[config.mk]
export PLATFORM = sky130hd
export DESIGN_NAME = s3g_packet_rx
export DESIGN_NICKNAME = d
export VERILOG_FILES = /design/src/rtl/s3g_pkg.sv /design/src/rtl/s3g_crc8.sv /design/src/rtl/s3g_packet_rx.sv
export SDC_FILE = /design/constraint.sdc
export NUM_CORES = 1
export LEC_CHECK = 0
export ABC_CLOCK_PERIOD_IN_PS = 8800
export BUFFER_PORTS_ARGS = -buffer_cell sky130_fd_sc_hd__buf_2
export CAP_MARGIN = 15
export CELL_PAD_IN_SITES_DETAIL_PLACEMENT = 0
export CELL_PAD_IN_SITES_GLOBAL_PLACEMENT = 1
export CORE_UTILIZATION = 50
export CTS_BUF_LIST = sky130_fd_sc_hd__clkbuf_8
export DETAILED_ROUTE_END_ITERATION = 7
export PLACE_DENSITY_LB_ADDON = 0.1
export SETUP_SLACK_MARGIN = 0.05
export SYNTH_ARGS = -nofsm -noshare
export SYNTH_HDL_FRONTEND = slang
export SYNTH_HIERARCHICAL = 1
export SYNTH_SLANG_ARGS = --single-unit
[constraint.sdc]
create_clock -name clk -period 8.8 [get_ports clk]
set_clock_uncertainty 0.2 [all_clocks]
set_input_delay 1.76 -clock clk [delete_from_list [all_inputs] [get_ports clk]]
set_output_delay 1.76 -clock clk [all_outputs]
set_load 0.01 [all_outputs]
[src/rtl/s3g_pkg.sv]
// -----------------------------------------------------------------------------
// s3g_pkg
// Shared constants for the S3G packet path: frame start byte, CRC-8 polynomial,
// error codes, receiver state encoding and the CRC-8 byte-update helper.
// -----------------------------------------------------------------------------
package s3g_pkg;

  localparam logic [7:0] S3G_START    = 8'hD5;
  // Maxim/iButton CRC-8, reflected form of x^8+x^5+x^4+1
  localparam logic [7:0] S3G_CRC_POLY = 8'h8C;

  localparam logic [2:0] ERR_NONE    = 3'd0;
  localparam logic [2:0] ERR_CRC     = 3'd1;
  localparam logic [2:0] ERR_LEN     = 3'd2;
  localparam logic [2:0] ERR_OVERRUN = 3'd3;
  localparam logic [2:0] ERR_TIMEOUT = 3'd4;

  typedef enum logic [2:0] {
    ST_IDLE    = 3'd0,
    ST_LEN     = 3'd1,
    ST_PAYLOAD = 3'd2,
    ST_CRC     = 3'd3,
    ST_HOLD    = 3'd4
  } rx_state_t;

  // One byte of reflected CRC-8: data is consumed LSB first.
  function automatic logic [7:0] crc8_update(input logic [7:0] crc,
                                             input logic [7:0] data);
    logic [7:0] c;
    logic       fb;
    c = crc;
    for (int i = 0; i < 8; i++) begin
      fb = c[0] ^ data[i];
      c  = {1'b0, c[7:1]};
      if (fb) begin
        c = c ^ S3G_CRC_POLY;
      end else begin
        c = c;
      end
    end
    return c;
  endfunction

endpackage

[src/rtl/s3g_crc8.sv]
// -----------------------------------------------------------------------------
// s3g_crc8
// Combinational CRC-8 (Maxim/iButton) single-byte step, shared by RX and TX.
// Ports:
//   crc       in  8  running CRC value
//   data      in  8  byte to fold in
//   next_crc  out 8  CRC after folding in data
// -----------------------------------------------------------------------------
module s3g_crc8
  import s3g_pkg::*;
(
  input  logic [7:0] crc,
  input  logic [7:0] data,
  output logic [7:0] next_crc
);

  assign next_crc = crc8_update(crc, data);

endmodule

[src/rtl/s3g_packet_rx.sv]
// -----------------------------------------------------------------------------
// s3g_packet_rx
// Frames UART bytes as 0xD5 | len | payload | crc8, checks the CRC over the
// payload and holds a good packet for the command decoder until acknowledged.
// Ports:
//   clk, rst_n              clock, asynchronous active-low reset
//   rx_data[7:0], rx_done   byte and its 1-cycle valid strobe
//   pkt_valid, pkt_ack      held-packet flag / consumer release
//   pkt_len[7:0]            payload length of the held packet
//   rd_addr, rd_data[7:0]   asynchronous payload read port
//   err_strobe              1-cycle pulse on any error
//   err_code[2:0]           last error (0 none,1 CRC,2 LEN,3 OVERRUN,4 TIMEOUT)
//   err_count[15:0]         saturating error counter
// Configuration macro: S3G_RX_TIMEOUT_EN enables the inter-byte timeout
// (TIMEOUT_CYC cycles); without it the receiver waits indefinitely.
// -----------------------------------------------------------------------------
module s3g_packet_rx
  import s3g_pkg::*;
#(
  parameter int MAX_PAYLOAD = 32,
  parameter int ADDR_W      = 5,
  parameter int TIMEOUT_CYC = 50000
) (
  input  logic              clk,
  input  logic              rst_n,
  input  logic [7:0]        rx_data,
  input  logic              rx_done,
  output logic              pkt_valid,
  input  logic              pkt_ack,
  output logic [7:0]        pkt_len,
  input  logic [ADDR_W-1:0] rd_addr,
  output logic [7:0]        rd_data,
  output logic              err_strobe,
  output logic [2:0]        err_code,
  output logic [15:0]       err_count
);

  localparam logic [7:0]    MAX_LEN_C  = 8'(MAX_PAYLOAD);
  localparam logic [ADDR_W:0] RD_LIM_C = (ADDR_W+1)'(MAX_PAYLOAD);

  rx_state_t         state_r, state_nxt_s;
  logic [7:0]        len_r;
  logic [ADDR_W-1:0] idx_r;
  logic [7:0]        crc_r, crc_nxt_s;
  logic [7:0]        buf_r [MAX_PAYLOAD];
  logic              pkt_valid_r, err_strobe_r;
  logic [2:0]        err_code_r;
  logic [15:0]       err_count_r;

  logic              len_ok_s, last_byte_s, tmo_hit_s;
  logic              err_s, len_we_s, pay_we_s;
  logic [2:0]        err_code_s;

  s3g_crc8 u_crc8 (
    .crc      (crc_r),
    .data     (rx_data),
    .next_crc (crc_nxt_s)
  );

  assign len_ok_s    = (rx_data != 8'd0) && (rx_data <= MAX_LEN_C);
  assign last_byte_s = (8'(idx_r) == (len_r - 8'd1));

`ifdef S3G_RX_TIMEOUT_EN
  localparam int TMO_W = $clog2(TIMEOUT_CYC + 1);
  localparam logic [TMO_W-1:0] TMO_LAST_C = TMO_W'(TIMEOUT_CYC - 1);
  logic [TMO_W-1:0] tmo_cnt_r;
  logic             busy_s;

  // Only a partially received frame can time out.
  assign busy_s    = (state_r == ST_LEN) || (state_r == ST_PAYLOAD) || (state_r == ST_CRC);
  assign tmo_hit_s = busy_s && !rx_done && (tmo_cnt_r == TMO_LAST_C);

  // Inter-byte idle counter, restarted by every byte and outside a frame.
  always_ff @(posedge clk or negedge rst_n) begin
    if (!rst_n) begin
      tmo_cnt_r <= '0;
    end else if (rx_done || !busy_s) begin
      tmo_cnt_r <= '0;
    end else begin
      tmo_cnt_r <= tmo_cnt_r + TMO_W'(1);
    end
  end
`else
  assign tmo_hit_s = 1'b0;
`endif

  // State register.
  always_ff @(posedge clk or negedge rst_n) begin
    if (!rst_n) begin
      state_r <= ST_IDLE;
    end else begin
      state_r <= state_nxt_s;
    end
  end

  // Next-state logic; a timeout overrides any in-frame state.
  always_comb begin
    state_nxt_s = state_r;
    case (state_r)
      ST_IDLE:    if (rx_done && (rx_data == S3G_START)) state_nxt_s = ST_LEN;
                  else state_nxt_s = ST_IDLE;
      ST_LEN:     if (rx_done) state_nxt_s = len_ok_s ? ST_PAYLOAD : ST_IDLE;
                  else state_nxt_s = ST_LEN;
      ST_PAYLOAD: if (rx_done && last_byte_s) state_nxt_s = ST_CRC;
                  else state_nxt_s = ST_PAYLOAD;
      ST_CRC:     if (rx_done) state_nxt_s = (rx_data == crc_r) ? ST_HOLD : ST_IDLE;
                  else state_nxt_s = ST_CRC;
      ST_HOLD:    if (pkt_ack) state_nxt_s = ST_IDLE;
                  else state_nxt_s = ST_HOLD;
      default:    state_nxt_s = ST_IDLE;
    endcase
    if (tmo_hit_s) begin
      state_nxt_s = ST_IDLE;
    end else begin
      state_nxt_s = state_nxt_s;
    end
  end

  // Event decode: errors and datapath write enables.
  always_comb begin
    err_s      = 1'b0;
    err_code_s = ERR_NONE;
    len_we_s   = 1'b0;
    pay_we_s   = 1'b0;
    case (state_r)
      ST_LEN: begin
        if (rx_done && len_ok_s) begin
          len_we_s = 1'b1;
        end else if (rx_done) begin
          err_s      = 1'b1;
          err_code_s = ERR_LEN;
        end else begin
          len_we_s = 1'b0;
        end
      end
      ST_PAYLOAD: pay_we_s = rx_done;
      ST_CRC: begin
        if (rx_done && (rx_data != crc_r)) begin
          err_s      = 1'b1;
          err_code_s = ERR_CRC;
        end else begin
          err_s = 1'b0;
        end
      end
      // A byte arriving while a packet is held is lost, even alongside an ack.
      ST_HOLD: begin
        if (rx_done) begin
          err_s      = 1'b1;
          err_code_s = ERR_OVERRUN;
        end else begin
          err_s = 1'b0;
        end
      end
      default: err_s = 1'b0;
    endcase
    if (tmo_hit_s) begin
      err_s      = 1'b1;
      err_code_s = ERR_TIMEOUT;
    end else begin
      err_s = err_s;
    end
  end

  // Error reporting and packet-valid flag.
  always_ff @(posedge clk or negedge rst_n) begin
    if (!rst_n) begin
      err_strobe_r <= 1'b0;
      err_code_r   <= ERR_NONE;
      err_count_r  <= 16'd0;
      pkt_valid_r  <= 1'b0;
    end else begin
      err_strobe_r <= err_s;
      pkt_valid_r  <= (state_nxt_s == ST_HOLD);
      if (err_s) begin
        err_code_r  <= err_code_s;
        err_count_r <= (err_count_r == 16'hFFFF) ? err_count_r : (err_count_r + 16'd1);
      end else begin
        err_code_r <= err_code_r;
      end
    end
  end

  // Length, write index, running CRC and payload buffer.
  always_ff @(posedge clk or negedge rst_n) begin
    if (!rst_n) begin
      len_r <= 8'd0;
      idx_r <= '0;
      crc_r <= 8'd0;
      for (int i = 0; i < MAX_PAYLOAD; i++) buf_r[i] <= 8'd0;
    end else if (len_we_s) begin
      len_r <= rx_data;
      idx_r <= '0;
      crc_r <= 8'd0;
    end else if (pay_we_s) begin
      buf_r[idx_r] <= rx_data;
      crc_r        <= crc_nxt_s;
      idx_r        <= idx_r + {{(ADDR_W-1){1'b0}}, 1'b1};
    end else begin
      len_r <= len_r;
    end
  end

  assign pkt_valid  = pkt_valid_r;
  assign pkt_len    = len_r;
  assign err_strobe = err_strobe_r;
  assign err_code   = err_code_r;
  assign err_count  = err_count_r;
  assign rd_data    = ({1'b0, rd_addr} < RD_LIM_C) ? buf_r[rd_addr] : 8'd0;

endmodule

==> impl_metrics.toml <==
[synth]
yosysWarningCount = 6
ys_seq_elements = 300
yosys.area.top_type = "dfrtp_1"
synth-async-reset-ratio_pct = 100
netlist_area_mm2 = 0.0140
synth_commonest_cells = "dfrtp_1, mux2_2, nand2_1, mux4_2, o21ai_0"
yosysSeqAreaShare_pct = 53.5
synth_ff_type = "dfrtp_1"
post_synth.cell_area_avg_um2 = 13.7
synth_most_common_cell = "dfrtp_1"
synth_nets = 1046
netlist.area_leader.share_pct = 53.5
netlist_instances = 1023
synth_edf_count = 0
synth.area.top_cells = "dfrtp_1, mux2_2, mux4_2, nand2_1, o21ai_0"
yosysUniqueCellTypes = 48

[global_route]
track_usage_pct = 24.6
overflow = 0
grt_max_degree = 173
antenna_found_initial = 0
grt_pass1_vias = 8803
grt_pass1_wl_mm = 52.8

[critical_path]
critPathLaunchType = "input pin"
worstPathMaxFanout = 49
critical_path_class = "in2out"
end_kind = "primary output"
reg2reg_depth = 4
r2r_slack_ns = 6.19
r2r-end = "buf_r[230]"
r2r_start = "state_r[2]"
arrival_ns = 4.49
cp.required_ns = 6.84

[power]
power.density_mw_per_mm2 = 197
finalPower_mw = 3.07
peakVddDrop_mv = 0.146
leakage_nw = 7.55

[routing]
drt_iter0_drc = 461
wire_per_inst_um = 22.5
drt_first_pass_iters = 5
dr_total_vias = 8404
ant_nets = 0
wl_mm = 33.2
routed_via_density = 5.69
route.detailed.drc = 0

[layout]
n_antenna_cell = 0
final_nets = 1091
post-route-util_pct = 57.0
area.growth.synth_to_final_pct = 10.8
postLayoutCellArea_mm2 = 0.0155
drive_gt1_share_pct = 38.9

[sta]
relSlewSlack_pct = 29.3
rsz0062_at_grt = "no"
setup_tns_ns = 0
worst_slew_pin_slew_ns = 1.06
slew_violations = 0
fin_crit_ns = 6.45
finalHoldViolations = 0
setup_viol = 0
fmaxAchievable_mhz = 155
period_share_pct = 73.3

[worst_hold_path]
min_path_cells = 2
min_from = "buf_r[237]"
min_to = "buf_r[237]"
hp-class = "reg2reg"

[clock_network]
numCtsBuffers = 51
cts_hold_buf = 0
htree_levels = 2
postCtsSetupBuffers = 0
cts_tree = "built"
cts-root-buf = "clkbuf_8"
clock_latency_ns = 0.57
clk_path_buf_depth = 3
cts_sinks = 300
clkTransAtPathRegs_ns = 0.06
ctsResizeCount = 0

[die]
die_h_um = 169
pin_count = 54
start_util_pct = 51.5
dieArea_mm2 = 0.0287
placementRows = 60
core_mm2 = 0.0273
die_w_um = 169

[outcome]
status = "completed"

[place]
numPortBuffers = 52
gp_congestion = 0.761
dp_hpwl_mm = 19.8
place_area_mm2 = 0.0145

[job]
maxCapViolCount = 0
-- final cells by class --
class / count / area, um^2
clock inverter: 26 / 114
clock buffer: 64 / 881
sequential: 300 / 7510
fill: 2287 / 11700
timing repair buffer: 58 / 330
tap: 372 / 465
inverter: 8 / 30.0
multi-input combinational: 649 / 6200
-- sequential cells by signal, summed over array words and instances, names as in the netlist --
signal and cells:
crc_r 8, pkt_len 8, err_code 2, err_strobe 1, buf_r 256, err_count 16, pkt_valid 1, state_r 3
idx_r 5
-- how the worst max path moves through the flow --
| stage | startpoint | to | slack, ns | cells after the start |
|---|---|---|---|---|
| 2_1_floorplan | rd_addr[0] | rd_data[0] | 3.30 | 5 |
| 3_3_place_gp | rd_addr[0] | rd_data[1] | 2.33 | 6 |
| 3_5_place_dp | rd_addr[0] | rd_data[4] | 2.27 | 6 |
| 4_1_cts | rd_addr[0] | rd_data[4] | 2.27 | 6 |
| 5_1_grt | rd_addr[0] | rd_data[4] | 2.16 | 6 |
| 6_report | rd_addr[0] | rd_data[4] | 2.35 | 6 |
-- kinds of logic after synthesis --
group                      Yosys count  synth area share (%)
AOI/OAI and AO/OA                   98                  3.91
xor gates and xnor gates            52                  3.57
adders and majority gates            6                 0.535
buffers and inverters               74                  2.25
DFF                                300                  53.5
muxes                              288                  29.6
other                                1                0.0267
and+or+nand+nor                    204                  6.61
-- report_power, final --
group / internal (mW) / switching (mW) / leakage, nW
combinational: 0.172 / 0.203 / 2.81
clock: 0.650 / 0.558 / 0.577
sequential: 1.43 / 0.0524 / 4.16
-- placed cells by master, fill, tap and decap left out, types with 4 or more instances in the layout --
cell type	n
nor2_1	16
nand2_1	132
buf_4	6
and3_1	6
nor3_1	8
ha_1	6
mux4_2	80
clkbuf_8	64
buf_2	50
mux2_2	208
clkinv_2	4
inv_1	27
dfrtp_1	300
nand3_1	11
nor2b_1	4
xor2_1	23
xnor2_1	25
o21ai_0	80
nand4_1	7
-- per-layer routing --
metal / track usage (%) / up-vias / wire, um
li1: - / 3806 / -
met1: 35.8 / 4374 / 15700
met2: 38.5 / 187 / 15500
met3: 4.59 / 37 / 1560
met4: 5.64 / 0 / 425
met5: 0 / - / 0
-- critical path, stage by stage --
cell    delay (ns)
buf_4         0.75
buf_4         0.45
mux4_2        0.55
mux4_2        0.49
mux2_2        0.30
buf_2         0.14
-- through the flow --
step	hold WS, ns	worst slack [ns]	instances
global placement	0.256	2.33	1387
detailed placement	0.263	2.27	1387
floorplan	0.245	3.30	1023
finish	0.274	2.35	1477
CTS	0.280	2.27	1477
global route	0.303	2.16	1477
No activity file was read; power rests on OpenSTA's default activity.
